### config.mk
export PLATFORM = sky130hd
export DESIGN_NAME = rv_skid_fifo_flat
export DESIGN_NICKNAME = d
export VERILOG_FILES = /design/src/rtl/rv_skid_fifo_if.sv /design/src/rtl/rv_skid_fifo.sv /design/src/flat_wrapper.sv
export SDC_FILE = /design/constraint.sdc
export NUM_CORES = 1
export LEC_CHECK = 0
export ABC_AREA = 1
export CAP_MARGIN = 0
export CORE_ASPECT_RATIO = 0.8
export CORE_MARGIN = 4
export CORE_UTILIZATION = 50
export CTS_BUF_LIST = sky130_fd_sc_hd__clkbuf_16
export DETAILED_ROUTE_END_ITERATION = 8
export PLACE_DENSITY = 0.76
export SYNTH_ARGS = -nofsm -noshare
export SYNTH_HDL_FRONTEND = slang
export SYNTH_SLANG_ARGS = --single-unit
### constraint.sdc
create_clock -name clock -period 4.3 [get_ports clock]
set_input_delay 0.645 -clock clock [delete_from_list [all_inputs] [get_ports clock]]
set_output_delay 0.645 -clock clock [all_outputs]
set_load 0.01 [all_outputs]
### src/rtl/rv_skid_fifo_if.sv
// Ready/valid beat channel carrying WIDTH-bit data.
// The master side drives dat/valid, and the slave side drives ready.
interface rv_skid_fifo_if #(
   parameter int WIDTH = 32
);
   logic [WIDTH-1:0] dat;
   logic             valid;
   logic             ready;

   modport master (output dat, output valid, input ready);
   modport slave  (input dat, input valid, output ready);
endinterface

### src/rtl/rv_skid_fifo.sv
// Registered ready/valid FIFO. No combinational path from i.ready to t.ready, and no bypass.
// Optional occupancy/throughput counters are enabled by defining RV_SKID_FIFO_STATS_EN.
module rv_skid_fifo #(
   parameter int WIDTH = 32,
   parameter int DEPTH = 4
) (
   input  logic clock,
   input  logic reset,
   rv_skid_fifo_if.slave  t,
   rv_skid_fifo_if.master i
`ifdef RV_SKID_FIFO_STATS_EN
   ,
   output logic [31:0]                  st_in_count,
   output logic [31:0]                  st_out_count,
   output logic [$clog2(DEPTH+1)-1:0]   st_max_level
`endif
);
   localparam int AW = $clog2(DEPTH);
   localparam int CW = $clog2(DEPTH+1);
   localparam logic [CW-1:0] FULL = CW'(DEPTH);

   logic [WIDTH-1:0] mem [DEPTH];
   logic [AW-1:0]    wr_ptr, rd_ptr;
   logic [CW-1:0]    count;
   logic             push, pop;

   // Both handshakes decode from registered count only, so there is no ready chaining.
   assign t.ready = (count != FULL);
   assign i.valid = (count != '0);
   assign i.dat   = mem[rd_ptr];

   assign push = t.valid && (count != FULL);
   assign pop  = (count != '0) && i.ready;

   // The storage array is deliberately left uncleared on reset.
   always_ff @(posedge clock) begin
      if (!reset && push) mem[wr_ptr] <= t.dat;
   end

   always_ff @(posedge clock) begin
      if (reset) begin
         wr_ptr <= '0;
         rd_ptr <= '0;
         count  <= '0;
      end else begin
         if (push) wr_ptr <= wr_ptr + AW'(1);
         if (pop)  rd_ptr <= rd_ptr + AW'(1);
         case ({push, pop})
            2'b10:   count <= count + CW'(1);
            2'b01:   count <= count - CW'(1);
            default: count <= count;
         endcase
      end
   end

`ifdef RV_SKID_FIFO_STATS_EN
   // The high-watermark tracks registered count, so it trails a push by one cycle.
   always_ff @(posedge clock) begin
      if (reset) begin
         st_in_count  <= '0;
         st_out_count <= '0;
         st_max_level <= '0;
      end else begin
         if (push) st_in_count  <= st_in_count + 32'd1;
         if (pop)  st_out_count <= st_out_count + 32'd1;
         if (count > st_max_level) st_max_level <= count;
      end
   end
`endif

endmodule

### src/flat_wrapper.sv
// flat-port wrapper written by rule: the top's interface ports become plain ports
module rv_skid_fifo_flat 
#(
   parameter int WIDTH = 32,
   parameter int DEPTH = 4
)
  (clock, reset, t_dat, t_valid, t_ready, i_dat, i_valid, i_ready);
  rv_skid_fifo_if #(.WIDTH(WIDTH)) t_i ();
  rv_skid_fifo_if #(.WIDTH(WIDTH)) i_i ();
  input  logic clock;
  input  logic reset;
  input wire logic [$bits(t_i.dat)-1:0] t_dat;
  input wire logic [$bits(t_i.valid)-1:0] t_valid;
  output wire logic [$bits(t_i.ready)-1:0] t_ready;
  output wire logic [$bits(i_i.dat)-1:0] i_dat;
  output wire logic [$bits(i_i.valid)-1:0] i_valid;
  input wire logic [$bits(i_i.ready)-1:0] i_ready;
  assign t_i.dat = t_dat;
  assign t_i.valid = t_valid;
  assign t_ready = t_i.ready;
  assign i_dat = i_i.dat;
  assign i_valid = i_i.valid;
  assign i_i.ready = i_ready;
  rv_skid_fifo #(.WIDTH(WIDTH), .DEPTH(DEPTH)) u_core (.clock(clock), .reset(reset), .t(t_i), .i(i_i));
endmodule
# == Word-level counts from Yosys, hierarchy flattened ==
# Memory sizes are Yosys's and may differ from the RTL's. A register that Yosys moved wholly into a read port is not among the register bits.
# Index checks and enable logic that the tools add are counted.
# word_totals
reg_bits,7
ram_bits,128
mem_count,1
# op_classes
addsub,4
n_eq_ne,3
muxes,5
n_reduce_logical,6
# mem_list
name,words,width,read_ports,rd_ports_with_merged_regs,write_ports,line,text
u_core.mem,4,32,1,1,1,rv_skid_fifo.sv:22,logic [WIDTH-1:0] mem [DEPTH];
# ops
operator,count
case mux 3 bit (2 select lines),1
adder 2 x 1 -> 2 bit (second input constant),2
two-way mux 2 bit,2
adder 3 x 1 -> 3 bit (second input constant),1
logical AND 1 bit,3
inequality test 3 bit (second input constant),1
nonzero test 3 bit,1
subtractor 3 x 1 -> 3 bit (second input constant),1
equality test 2 x 1 -> 1 bit (second input constant),1
equality test 2 bit (second input constant),1
two-way mux 1 bit,2
nonzero test 2 bit,1
logical NOT 1 bit,1

# == Logic depth before layout (Yosys ltp) ==
# Gate-level depths: netlist (run 1).
# depth
depth_word,5
ltp_mapped,13
mapped_depth_nobuf,13

# == Least setup slack after synthesis (run 1) ==
# Ideal clock, no wire load.
# synth_timing
kind,in2reg
from,in t_valid
to,"mem u_core.mem[0][0], enable pin"
arrival_time_ns,2.316
t_required_ns,3.879
path_slack_ns,1.563
stages,3
cell_sequence,a21boi_2 -> nand2_1 -> nor2_1
# synth_via
elab_chain_cells,4
# synth_lines
element,line,text
"start, declared",flat_wrapper.sv:13,input wire logic [$bits(t_i.valid)-1:0] t_valid;
logical AND 1 bit,rv_skid_fifo.sv:32,assign push = t.valid && (count != FULL);
logical AND 1 bit,rv_skid_fifo.sv:37,if (!reset && push) mem[wr_ptr] <= t.dat;
two-way mux 1 bit,rv_skid_fifo.sv:37,
two-way mux 1 bit (not written as such),rv_skid_fifo.sv:37,
"end, declared",rv_skid_fifo.sv:22,
# Every way passes these cells.

==> flow_summary.toml, run 1 <==
[outcome]
status = "finished, final reports clean"

[clock_network]
cts-root-buf = "clkbuf_16"
holdBufCountCts = 0
cts.sinks = 137
post_cts_buffers = 0
clkLatencyLatePin_ns = 0.40
cts_tree = "yes"
cts_buffers = 17
clockBufferDepth = 2
path_clk_slew_ns = 0.06
cts_resized = 0
htree_levels = 4

[global_route]
grt_pass1_vias = 3232
grt_use_total = 0.176
gr-usage-met2 = 0.281
grt-busiest-layer = "met2"
globalRouteOverflowTotal = 0
grt_max_degree = 65
grt_first_pass_wirelength_mm = 16.0
grt_antenna_before_repair = 0
grt_util_met1 = 0.220
met3_usage = 0.0592

[worst_hold_path]
hp-start = "u_core.wr_ptr[1]$_SDFFE_PP0P_"
hold_path.class = "reg -> reg"

[synthesis]
synth.net_count = 423
synth_seq_cells = 137
synthDistinctLibCells = 22
synth.yosys.seq_area_share = 0.764
avgSynthCellArea_um2 = 13.8
postSynthCellCount = 381
synthesis.area_um2 = 5270
ys_warn_count = 0

[floorplanning]
io_pins = 70
fp-row-count = 33
start_util = 0.512
core-area_um2 = 10300
dieArea_um2 = 12300
die_h_um = 99.8
die_x_um = 123

[detailed_routing]
firstDrtPassIters = 5
vias = 3198
drtAntennaViolNets = 0
via_per_inst = 5.29
postRouteWirelength_mm = 10.2
drtIter0Drc = 363
wl_per_cell_um = 16.9
remaining_drc_errors = 0

[timing]
rsz0062_at_grt = "no"
tightestPinTransition_ns = 1.02
setup_ws_ns = 1.03
period_minus_slack_ns = 3.27
hold_violations = 0
setup_violations = 0
finClkSkew_ns = 0.00975
slew_headroom = 0.320
final_max_slew_viol_count = 0
fmax_mhz = 306
period_share = 0.760
tns_ns = 0

[critical_path]
rrSetupSlack_ns = 2.11
cp_slowest_cell = "clkdlybuf4s50_1"
r2r_start = "u_core.count[1]$_SDFFE_PP0P_"
cp-start-kind = "flop"
cp-end-kind = "output port"
critPathMaxStageDelay_ns = 0.59
cp_max_fo = 32
arrival_ns = 2.63
crit_type = "reg -> out"
critPathTopFamily = "buffers and inverters"
cp_num_buf_inv = 3
crit_chain = "buf_4, inv_2, o21ai_1, o22ai_1, clkdlybuf4s50_1"
cp_data_required_time_ns = 3.65

[final_layout]
syn2layout_area_growth_pct = 25.6
nets = 494
fillers = 732
antenna_cells = 0
drive_gt1_frac = 0.0862

[place]
place_ws_ns = 1.35
gp_congestion = 0.717
hpwl_mm = 5.94
io_buffers = 69

[job]
cap_violations = 0

[power]
leakage_nw = 2.25
power_density_nw_per_um2 = 593
peakVddDrop_mv = 0.304
==> worst paths after layout <==
check                                  end  cells past startpoint
max reg2reg     u_core.mem[1][7]$_DFFE_PP_                      4
min reg2reg  u_core.wr_ptr[1]$_SDFFE_PP0P_                      2
min          u_core.wr_ptr[1]$_SDFFE_PP0P_                      2
max                              i_dat[29]                      5
==> metal layers <==
layer  vias up  routed length [µm]
li1       1543                   -
met5         -                   0
met2       124                4930
met4         0                 150
met1      1521                4390
met3        10                 740
==> layout by cell type (no fill, tap or decap), types with 5 or more instances in the layout <==
cell type          n
o21ai_1           46
o21ai_0           20
clkdlybuf4s50_1   69
nor2_4             5
edfxtp_1         128
nor2_1            73
dfxtp_1            8
inv_1             18
ha_1               5
clkbuf_16         17
o22ai_1           32
nand2_1           14
==> worst min-delay path, cell delays in order, from the launching register on <==
cell     delay [ns]
dfxtp_1        0.34
nor2_1         0.11
nor2_1         0.05
==> metrics by stage <==
step	hold slack (ns)	instances	area, µm²	power [mW]	utilization
after floorplan	0.459	381	5270	2.14	-
after global placement	0.501	573	6040	2.51	0.587
after detailed placement	0.522	573	6040	2.54	0.587
after CTS	0.538	604	6620	3.95	0.644
after global routing	0.569	604	6620	4.10	0.644
final	0.534	604	6620	3.93	0.644
==> layout make-up <==
class                           instances  area [µm²]  area share
Clock buffer                           17         425      0.0643
Clock inverter                         14         156      0.0236
Inverter                               19        76.3      0.0115
Multi-Input combinational cell        206        1060       0.160
Sequential cell                       137        4030       0.608
Tap cell                              140         175      0.0265
Timing Repair Buffer                   71         706       0.107
==> state kept, by name, summed over array words and instances, names as in the netlist, named ones only <==
register,flops
u_core.rd_ptr,2
u_core.wr_ptr,2
u_core.mem,128
u_core.count,3
==> cells in the mapped netlist <==
| cell | number | area share |
|---|---|---|
| edfxtp_1 | 128 | 0.73 |
| nor2_1 | 77 | 0.055 |
| o21ai_1 | 46 | 0.044 |
| o22ai_1 | 32 | 0.038 |
| o21ai_0 | 20 | 0.019 |
| inv_1 | 17 | 0.012 |
| nand2_1 | 14 | 0.010 |
| buf_2 | 9 | 0.0085 |
| dfxtp_1 | 9 | 0.034 |
| buf_6 | 7 | 0.015 |
| ha_1 | 5 | 0.012 |
| nand3_1 | 4 | 0.0038 |
| a21oi_1 | 3 | 0.0028 |
| buf_4 | 2 | 0.0028 |
| a21boi_2 | 1 | 0.0021 |
| clkbuf_1 | 1 | 0.00071 |
| fa_1 | 1 | 0.0038 |
| inv_2 | 1 | 0.00071 |
| inv_6 | 1 | 0.0017 |
| nand2_2 | 1 | 0.0012 |
| nand3b_1 | 1 | 0.0014 |
| nor2_4 | 1 | 0.0021 |
==> power by group <==
group	total, mW	switching [mW]	internal, mW
clock network	1.42	0.514	0.901
logic	0.886	0.484	0.402
registers	1.63	0.0783	1.55
total	3.93	1.08	2.85
==> cell families (layout without fill, tap and decap cells) <==
group,Yosys count,count (layout),synth area share
AOI/OAI and AO/OA,102,102,0.106
buffers and inverters,38,121,0.0416
and+or+nand+nor,98,98,0.0734
DFF,137,137,0.764
adders and majority gates,6,6,0.0157
Power figures use the tool's default switching activity.
==> run 2: changes to the inputs <==
Clock period 4.3 ns to 3.2 ns, I/O delays scaled along.
==> run 2 against run 1 <==
  * Sequential share of layout area decreased by 0.67 points
  * Cell area is 1.1% higher
  * Clock skew decreased by 0.0031 ns
  * Setup slack lost 0.71 ns
  * Sequential power grew 32%
  * Global-route usage grew 0.39 points
  * Largest cell class unchanged
  * Highest routed layer unchanged
==> flow_summary.toml, run 2 (same netlist as run 1, synthesis figures left out) <==
[detailed_routing]
drtAntennaViolNets = 0
remaining_drc_errors = 0
postRouteWirelength_mm = 10.5
drtIter0Drc = 190
wl_per_cell_um = 17.1
vias = 3211
via_per_inst = 5.25
firstDrtPassIters = 5

[final_layout]
seq_area_um2 = 4030
largest_reg_flops = 128
largest-register = "u_core.mem"
drive_gt1_frac = 0.106
mostFrequentLayoutCell = "edfxtp_1"
final_cell_area_um2 = 6690
antenna_cells = 0
multi_input_area_um2 = 1060
nets = 501
reg.largest.list = "u_core.mem: 128 flops, u_core.count: 3 flops"
layout_common_cells = "edfxtp_1, nor2_1, clkdlybuf4s50_1, o21ai_1, o22ai_1"
fillers = 740
syn2layout_area_growth_pct = 27.0

[place]
hpwl_mm = 6.14
place_ws_ns = 0.581
placed_cell_area_um2 = 6090
gp_congestion = 0.737
io_buffers = 69

[power]
p_total_mw = 5.33
peakVddDrop_mv = 0.416
power_density_nw_per_um2 = 796
leakage_nw = 2.29

[floorplanning]
dieArea_um2 = 12300
die_h_um = 99.8
fp-row-count = 33
die_x_um = 123
start_util = 0.512
core-area_um2 = 10300
io_pins = 70

[worst_hold_path]
hold_path.class = "reg -> reg"
hold_depth = 2

[clock_network]
holdBufCountCts = 0
path_clk_slew_ns = 0.06
htree_levels = 4
post_cts_buffers = 0
cts_resized = 0
clockBufferDepth = 2
cts-root-buf = "clkbuf_16"
clkLatencyLatePin_ns = 0.41
cts_buffers = 17
cts_tree = "yes"
cts.sinks = 137

[timing]
setup_ws_ns = 0.319
fmax_mhz = 347
period_minus_slack_ns = 2.88
rsz0062_at_grt = "no"
tns_ns = 0
tightestPinTransition_ns = 0.606
finClkSkew_ns = 0.00670
setup_violations = 0
slew_headroom = 0.595
final_max_slew_viol_count = 0
hold_violations = 0
period_share = 0.900

[critical_path]
crit_chain = "inv_2, o21ai_0, o22ai_1, clkdlybuf4s50_1"
cp-end-kind = "output port"
critPathMaxStageDelay_ns = 0.59
cp_num_buf_inv = 2
arrival_ns = 2.40
cp_data_required_time_ns = 2.72
cp_slowest_cell = "clkdlybuf4s50_1"
crit_type = "reg -> out"
path_depth = 4
cp_max_fo = 32
critPathTopFamily = "buffers and inverters"
cp-start-kind = "flop"
r2r_cells = 5

[global_route]
grt_max_degree = 65
grt_antenna_before_repair = 0
grt_pass1_vias = 3395
grt_use_total = 0.180
grt_first_pass_wirelength_mm = 16.4
globalRouteOverflowTotal = 0

[outcome]
status = "finished, final reports clean"

[job]
cap_violations = 0
==> run 2: worst reg2reg max path, stage by stage (launching register included) <==
cell,delay [ns]
dfxtp_1,0.40
nor2_4,0.06
a21boi_2,0.20
nand2_1,0.27
nor2_4,0.53
buf_4,0.30
==> run 2: layer usage <==
layer	routed length [µm]	global-route usage
met2	5320	0.301
met1	4390	0.218
met5	0	0
met3	604	0.0552
met4	137	0.0749
==> run 2: layout make-up <==
class | instances | share of cell area
flip-flops and latches | 137 | 0.601
multi-input cells | 206 | 0.158
repair buffers | 78 | 0.113
clock buffers | 17 | 0.0636
clock inverters | 15 | 0.0265
well taps | 140 | 0.0262
inverters | 19 | 0.0114
==> run 2: worst paths after layout <==
kind,from,endpoint,slack [ns]
setup / recovery,flop,i_dat[26],0.32
hold / removal,u_core.rd_ptr[1]$_SDFFE_PP0P_,flop,0.52
setup reg to reg,u_core.count[1]$_SDFFE_PP0P_,u_core.mem[2][26]$_DFFE_PP_,1.15
hold reg to reg,u_core.rd_ptr[1]$_SDFFE_PP0P_,flop,0.52
==> run 2: through the flow <==
stage | hold WS, ns | utilization | std cells
after global placement | 0.516 | 0.592 | 580
after global routing | 0.543 | 0.651 | 612
after detailed placement | 0.521 | 0.592 | 580
after CTS | 0.529 | 0.651 | 612
final | 0.520 | 0.651 | 612
after floorplan | 0.459 | - | 381
==> run 2: power by group <==
| group | switching (mW) | total (mW) | internal [mW] |
|---|---|---|---|
| clock | 0.721 | 1.94 | 1.22 |
| sequential | 0.0748 | 2.15 | 2.08 |
| combinational | 0.677 | 1.23 | 0.551 |
| total | 1.47 | 5.33 | 3.85 |
==> run 3: changes to the inputs <==
Settings changed: CORE_UTILIZATION 50 to 54, PLACE_DENSITY 0.76 to 0.8.
==> run 3 against run 2 <==
  * Die area fell by 6.9%
  * First-iteration DRC count rose by 59%
  * Critical path depth did not move
  * Combinational power barely moved
  * Largest power group unchanged
  * Clock skew fell by 0.0017 ns
  * Sequential share of layout area rose by 0.16 points
  * Routed wire length fell by 0.64%
  * Highest routed layer unchanged
==> flow_summary.toml, run 3 (same netlist as run 1, synthesis figures left out) <==
[outcome]
status = "finished, final reports clean"

[timing]
hold_violations = 0
period_share = 0.947
setup_ws_ns = 0.170
period_minus_slack_ns = 3.03
tightestPinTransition_ns = 0.629
finClkSkew_ns = 0.00497
setup_violations = 0
tns_ns = 0
final_max_slew_viol_count = 0
slew_headroom = 0.581
rsz0062_at_grt = "no"
fmax_mhz = 330

[final_layout]
largest-register = "u_core.mem"
nets = 499
layout_common_cells = "edfxtp_1, nor2_1, clkdlybuf4s50_1, o21ai_1, o22ai_1"
syn2layout_area_growth_pct = 26.7
drive_gt1_frac = 0.100
final_cell_area_um2 = 6680
fillers = 631
largest_reg_flops = 128
reg.largest.list = "u_core.mem: 128 flops, u_core.count: 3 flops"
antenna_cells = 0
mostFrequentLayoutCell = "edfxtp_1"
final_util = 0.720

[detailed_routing]
wl_per_cell_um = 17.8
firstDrtPassIters = 4
top_layer = "met4"
drtAntennaViolNets = 0
postRouteWirelength_mm = 10.4
remaining_drc_errors = 0
via_per_inst = 5.59
wirelength_met1_mm = 4.45
wl_met2_mm = 4.94
wl_met3_um = 822
vias = 3272
drtIter0Drc = 302

[job]
cap_violations = 0

[floorplanning]
fp-row-count = 31
die_x_um = 118
core-area_um2 = 9270
die_h_um = 96.4
start_util = 0.568
io_pins = 70
dieArea_um2 = 11400

[global_route]
grt_use_total = 0.193
grt_pass1_vias = 3202
grt_antenna_before_repair = 0
globalRouteOverflowTotal = 0
grt_max_degree = 65
grt_first_pass_wirelength_mm = 16.4

[power]
seq_power_share = 0.400
switchingPower_mw = 1.45
p_total_mw = 5.44
peakVddDrop_mv = 0.517
p_int_mw = 3.99
combinationalPowerShare = 0.220
leakage_nw = 2.31
swShare = 0.266
power_density_nw_per_um2 = 814
clkPwrFrac = 0.380

[clock_network]
cts_buffers = 17
cts-root-buf = "clkbuf_16"
cts_tree = "yes"
cts_resized = 0
path_clk_slew_ns = 0.06
clockBufferDepth = 2
post_cts_buffers = 0
holdBufCountCts = 0
clkLatencyLatePin_ns = 0.41
cts.sinks = 137
htree_levels = 4

[place]
hpwl_mm = 6.13
place_ws_ns = 0.584
gp_congestion = 0.735
io_buffers = 69
placed_cell_area_um2 = 6040

[critical_path]
critPathTopFamily = "buffers and inverters"
cp-start-kind = "flop"
cp-end-kind = "output port"
cp_max_fo = 35
crit_chain = "buf_4, o21ai_1, o22ai_1, clkdlybuf4s50_1"
cp_num_buf_inv = 2
cp_data_required_time_ns = 2.72
arrival_ns = 2.55
cp_slowest_cell = "dfxtp_2"
critPathMaxStageDelay_ns = 0.73
crit_type = "reg -> out"

[worst_hold_path]
hold_path.class = "reg -> reg"
## run 3: cell type report
type                            instances  area [µm²]  area share
Sequential cell                       137        4030       0.603
Multi-Input combinational cell        206        1060       0.158
Timing Repair Buffer                   76         743       0.111
Clock buffer                           17         425      0.0637
Clock inverter                         15         206      0.0309
Tap cell                              115         144      0.0216
Inverter                               19        76.3      0.0114
## run 3: layer usage
metal  track usage  vias to the layer above
li1              -                     1553
met1         0.244                     1568
met2         0.318                      133
met3        0.0564                       18
met4        0.0800                        0
met5             0                        -
## run 3: power groups by stage
stage          combinational, mW  sequential (mW)  clock (mW)
2_1_floorplan              0.724             2.16           0
3_3_place_gp                1.17             2.21           0
3_5_place_dp                1.20             2.21           0
4_1_cts                     1.21             2.18        2.09
5_1_grt                     1.31             2.19        2.18
6_report                    1.20             2.18        2.06
## run 3: worst min-delay path, stage by stage (launching register included)
cell and delay, ns:
dfxtp_1 0.32, nand2_1 0.07, a21oi_1 0.07
## run 3: metrics by stage
step | hold slack, ns | instances
after floorplan | 0.459 | 381
after global placement | 0.479 | 553
after detailed placement | 0.495 | 553
after CTS | 0.504 | 585
after global routing | 0.531 | 585
final | 0.501 | 585
## run 3: path summary, 6_finish.rpt
kind / startpoint / endpoint / slack, ns / depth (start not counted)
worst min register to register: u_core.rd_ptr[1]$_SDFFE_PP0P_ / u_core.rd_ptr[1]$_SDFFE_PP0P_ / 0.50 / 2
worst max-delay path: flop / i_dat[21] / 0.17 / 4
worst min-delay path: u_core.rd_ptr[1]$_SDFFE_PP0P_ / u_core.rd_ptr[1]$_SDFFE_PP0P_ / 0.50 / 2
worst max register to register: u_core.count[1]$_SDFFE_PP0P_ / u_core.mem[1][11]$_DFFE_PP_ / 1.18 / 5
